==> config.mk <==
export PLATFORM = sky130hd
export DESIGN_NAME = mips_decode_exec
export DESIGN_NICKNAME = d
export VERILOG_FILES = /design/src/rtl/mips_decode_exec.sv
export SDC_FILE = /design/constraint.sdc
export NUM_CORES = 1
export LEC_CHECK = 0
export ABC_CLOCK_PERIOD_IN_PS = 5800
export CAP_MARGIN = 20
export CORE_MARGIN = 2
export CORE_UTILIZATION = 54
export CTS_CLUSTER_DIAMETER = 120
export DETAILED_ROUTE_END_ITERATION = 8
export GPL_TIMING_DRIVEN = 1
export PLACE_DENSITY = 0.94
export SYNTH_ARGS = -nofsm -noshare
export SYNTH_HDL_FRONTEND = slang
export SYNTH_SLANG_ARGS = --single-unit
==> constraint.sdc <==
create_clock -name clk -period 5.8 [get_ports clk]
set_input_delay 1.16 -clock clk [delete_from_list [all_inputs] [get_ports clk]]
set_output_delay 1.16 -clock clk [all_outputs]
set_load 0.01 [all_outputs]
==> src/rtl/mips_decode_exec.sv <==
// Single-cycle MIPS decode/execute slice with main decode, ALU control and a 32-bit ALU.
// Latency is 1 cycle with no backpressure, and ALU_SHIFT_EN enables the sll/srl functs.
module mips_decode_exec (
  input  logic        clk,
  input  logic        rst_n,
  input  logic [31:0] instr,
  input  logic [31:0] rs_data,
  input  logic [31:0] rt_data,
  output logic [1:0]  regdst,
  output logic        regwrite,
  output logic        branch,
  output logic        jump,
  output logic        memread,
  output logic [1:0]  memtoreg,
  output logic        memwrite,
  output logic [1:0]  aluop,
  output logic        alusrc,
  output logic [3:0]  aluctrl,
  output logic [31:0] alu_result,
  output logic        alu_zero
);

  logic [1:0]  regdst_c;
  logic        regwrite_c;
  logic        branch_c;
  logic        jump_c;
  logic        memread_c;
  logic [1:0]  memtoreg_c;
  logic        memwrite_c;
  logic [1:0]  aluop_c;
  logic        alusrc_c;
  logic [3:0]  aluctrl_c;
  logic [31:0] b_op;
  logic [31:0] result_c;

  always_comb begin
    regdst_c   = 2'b00;
    regwrite_c = 1'b0;
    branch_c   = 1'b0;
    jump_c     = 1'b0;
    memread_c  = 1'b0;
    memtoreg_c = 2'b00;
    memwrite_c = 1'b0;
    aluop_c    = 2'b00;
    alusrc_c   = 1'b0;
    case (instr[31:26])
      6'b000000: begin regdst_c = 2'b01; regwrite_c = 1'b1; aluop_c = 2'b10; end
      6'b100011: begin regwrite_c = 1'b1; memread_c = 1'b1; memtoreg_c = 2'b01; alusrc_c = 1'b1; end
      6'b101011: begin memwrite_c = 1'b1; alusrc_c = 1'b1; end
      6'b000100: begin branch_c = 1'b1; aluop_c = 2'b01; end
      6'b001000: begin regwrite_c = 1'b1; alusrc_c = 1'b1; end
      6'b001101: begin regwrite_c = 1'b1; aluop_c = 2'b11; alusrc_c = 1'b1; end
      6'b000010: jump_c = 1'b1;
      6'b000011: begin regdst_c = 2'b10; regwrite_c = 1'b1; jump_c = 1'b1; memtoreg_c = 2'b10; end
      default: ;
    endcase
  end

  always_comb begin
    aluctrl_c = 4'b1111;
    case (aluop_c)
      2'b00: aluctrl_c = 4'b0010;
      2'b01: aluctrl_c = 4'b0110;
      2'b11: aluctrl_c = 4'b0001;
      default: begin
        case (instr[5:0])
          6'b100000: aluctrl_c = 4'b0010;
          6'b100010: aluctrl_c = 4'b0110;
          6'b100100: aluctrl_c = 4'b0000;
          6'b100101: aluctrl_c = 4'b0001;
          6'b101010: aluctrl_c = 4'b0111;
          6'b100111: aluctrl_c = 4'b1100;
`ifdef ALU_SHIFT_EN
          6'b000000: aluctrl_c = 4'b1000;
          6'b000010: aluctrl_c = 4'b1001;
`endif
          default:   aluctrl_c = 4'b1111;
        endcase
      end
    endcase
  end

  // ori deliberately shares the sign-extended immediate path with lw/sw/addi.
  assign b_op = alusrc_c ? {{16{instr[15]}}, instr[15:0]} : rt_data;

  always_comb begin
    result_c = 32'd0;
    case (aluctrl_c)
      4'b0000: result_c = rs_data & b_op;
      4'b0001: result_c = rs_data | b_op;
      4'b0010: result_c = rs_data + b_op;
      4'b0110: result_c = rs_data - b_op;
      4'b1100: result_c = ~(rs_data | b_op);
      4'b0111: result_c = ($signed(rs_data) < $signed(b_op)) ? 32'd1 : 32'd0;
`ifdef ALU_SHIFT_EN
      4'b1000: result_c = b_op << instr[10:6];
      4'b1001: result_c = b_op >> instr[10:6];
`endif
      default: result_c = 32'd0;
    endcase
  end

  always_ff @(posedge clk) begin
    if (!rst_n) begin
      regdst     <= 2'b00;
      regwrite   <= 1'b0;
      branch     <= 1'b0;
      jump       <= 1'b0;
      memread    <= 1'b0;
      memtoreg   <= 2'b00;
      memwrite   <= 1'b0;
      aluop      <= 2'b00;
      alusrc     <= 1'b0;
      aluctrl    <= 4'b0000;
      alu_result <= 32'd0;
      alu_zero   <= 1'b0;
    end else begin
      regdst     <= regdst_c;
      regwrite   <= regwrite_c;
      branch     <= branch_c;
      jump       <= jump_c;
      memread    <= memread_c;
      memtoreg   <= memtoreg_c;
      memwrite   <= memwrite_c;
      aluop      <= aluop_c;
      alusrc     <= alusrc_c;
      aluctrl    <= aluctrl_c;
      alu_result <= result_c;
      alu_zero   <= (result_c == 32'd0);
    end
  end

endmodule

==> results.json <==
{
  "ys_ff_latch": 48,
  "antenna_found_initial": 0,
  "crit_path_top_delay_cell": "clkdlybuf4s50_1",
  "final_cells": 1413,
  "min_path_type": "in -> reg",
  "gp_congestion": 1.08,
  "tns_ns": 0,
  "yosysTopAreaCellShare_pct": 16.8,
  "clock_path_buffers": 2,
  "crit_top_cell": "buf_4",
  "dp.cells": 1396,
  "ctsHoldBuffers": 0,
  "synthesis.area_um2": 7130,
  "cts_tree": "built",
  "power_density_nw_per_um2": 183,
  "place_area_um2": 9560,
  "clock_sinks": 48,
  "die_w_um": 119,
  "grt_remaining_overflow": 0,
  "slew_headroom_pct": 34.1,
  "violations": "DRC",
  "synth_commonest_cells": "nand2_1, ha_1, inv_1",
  "synthFlopType": "dfxtp_1",
  "drt-total-wl_um": 27300,
  "grt_pass1_vias": 8772,
  "drc": 16,
  "p_leak_nw": 4.59,
  "endpoint_kind": "flop",
  "drv_slew": 0,
  "first_iter_violations": 1842,
  "hold_viol": 0,
  "synth-edff-count": 0,
  "grt_max_degree": 44,
  "first_pass_iters": 9,
  "final_area_um2": 9940,
  "vias": 9377,
  "n_antenna_cell": 0,
  "grt_pass1_wl_um": 41100,
  "cell_internal_pwr_mw": 1.10,
  "path_clk_slew_ns": 0.07,
  "worst_pin_slew_ns": 0.988,
  "min_period_over_period_pct": 98.9,
  "p_comb_share_pct": 60.7,
  "fin_crit_ns": 5.74,
  "status": "finished, violations left",
  "hold_ws_ns": 1.25,
  "cts_root_buf": "clkbuf_16",
  "design.portCount": 147,
  "die_h_um": 119,
  "swShare_pct": 39.5,
  "dp_hpwl_um": 19600,
  "antenna_left": 0,
  "crit_path_cell_trace": "clkdlybuf4s50_1 -> nand4b_1 -> a21oi_4 -> buf_4 -> nand2_1 -> nand2_1 -> ha_1 -> inv_1 -> fa_1 -> nor2b_1 -> o311ai_2 -> nand2_1 -> a22oi_1 -> buf_4 -> o211ai_1 -> buf_4 -> a21oi_1 -> a31oi_1 -> xnor2_1 -> a222oi_1 -> buf_4 -> nand3_1 -> nor3_2",
  "cts_buffers": 5,
  "areaGrowthSynthToFinish_pct": 39.4,
  "avgSynthCellArea_um2": 7.10,
  "core-area_um2": 12800,
  "path_class": "in -> reg",
  "fmax_ghz": 0.174,
  "port_buffers": 136,
  "arrival_ns": 5.96,
  "start_util_pct": 55.8,
  "vias_per_cell": 6.64,
  "startpoint_type": "primary input",
  "synth_area_leaders": "ha_1, dfxtp_1, nand2_1",
  "fillers": 774,
  "maxCapViolCount": 0,
  "p_sw_mw": 0.718,
  "seqPwrFrac_pct": 20.7,
  "yosys.area.top_type": "ha_1",
  "wl_per_cell_um": 19.3,
  "max-vdd-ir-drop_uv": 115,
  "nNetsFinal": 1436,
  "syn_nets": 1201,
  "h-tree-depth": 2,
  "synthCells": 1005,
  "rows": 41,
  "synth.most_common_cell": "nand2_1",
  "postSynth.asyncResetShare_pct": 0,
  "yosysWarnings": 0,
  "setup_viol": 0,
  "slowest_delay_ns": 0.53,
  "yosysSeqAreaShare_pct": 13.5,
  "layout-drive-gt1-share_pct": 16.4,
  "dieArea_um2": 14100,
  "p_clk_share_pct": 18.5,
  "grt_util_all_layers_pct": 35.2,
  "worstPathRequired_ns": 6.02,
  "yosysUniqueCellTypes": 83,
  "cp_max_fo": 4
}
-- critical path, delay by kind of cell --
kind	cells	cell delay, ns
adder cells (fa/ha/maj)	2	0.65
buffers and inverters	6	1.31
XOR/XNOR	1	0.16
AND/OR/NAND/NOR	7	1.07
AO/OA/AOI/OAI	7	1.61
-- routing by layer --
metal / vias up / global-route usage (%) / wire (um) / share of wire (%)
met1: 4154 / 41.2 / 9590 / 35
met3: 275 / 9.43 / 3850 / 14
met4: 0 / 19.9 / 2030 / 7.4
met5: - / 0 / 0 / 0
met2: 890 / 57.8 / 11800 / 43
li1: 4058 / - / - / -
-- kinds of logic (layout without fill, tap and decap cells) --
family | count (synthesis) | after routing | synth area share [%]
mux | 10 | 10 | 1.44
fa+ha+maj | 98 | 98 | 17.4
xor+xnor | 25 | 25 | 3.07
buf+inv | 158 | 394 | 9.00
compound gates | 328 | 328 | 32.2
simple gates | 338 | 338 | 23.5
flops | 48 | 48 | 13.5
-- layout make-up --
class	count	area, um2	share of cell area, %
multi-input cells	799	5670	57.0
repair buffers	291	2570	25.9
flip-flops and latches	48	961	9.67
inverters	95	357	3.59
well taps	172	215	2.16
clock buffers	5	125	1.26
clock inverters	3	46.3	0.466
-- layout by cell type, fill, tap and decap left out, drive strengths merged, types with 9 or more instances in the layout --
cell and count:
nor3 24, ha 96, a211oi 21, a21oi 77, a21o 29, a222oi 11, dfxtp 48, buf 154
o21a 9, xnor2 20, inv 96, nand2b 10, nor4 12, o31ai 14, nand2 111, o211ai 14
nor2 73, nor2b 30, clkdlybuf4s50 133, o21bai 9, and2 25, nand3 21, o21ai 54
-- registers in the layout, summed over array words and instances, names as in the netlist --
| name | cells |
|---|---|
| memread | 1 |
| branch | 1 |
| regdst | 2 |
| regwrite | 1 |
| alu_zero | 1 |
| memtoreg | 1 |
| jump | 1 |
| alu_result | 32 |
| alusrc | 1 |
| aluctrl | 4 |
| aluop | 2 |
| memwrite | 1 |
-- path summary, 6_finish.rpt --
kind | startpoint | to | cells past startpoint
worst max-delay path | instr[31] | alu_zero | 23
worst min-delay path | instr[26] | regdst[1] | 2
-- stage by stage --
step | setup WS, ns | power (mW) | util, %
CTS | 0.0459 | 1.72 | 76.2
finish | 0.0627 | 1.82 | 77.8
floorplan | 0.474 | 0.918 | -
global placement | 0.0218 | 1.35 | 74.9
detailed placement | -0.117 | 1.39 | 74.9
global route | -0.107 | 1.90 | 77.8
-- timing repair --
action,4_1_cts,5_1_grt
resized for setup,0,39
setup buffers,0,8
endpoints found under the setup margin,0,3
-- power groups by stage --
stage | Clock, mW | Combinational [mW] | Sequential [mW]
4_1_cts | 0.334 | 1.01 | 0.378
3_3_place_gp | 0 | 0.969 | 0.382
6_report | 0.337 | 1.10 | 0.377
3_5_place_dp | 0 | 1.01 | 0.385
5_1_grt | 0.357 | 1.16 | 0.380
2_1_floorplan | 0 | 0.515 | 0.403
Note: power is estimated with default switching activity, not from simulation.
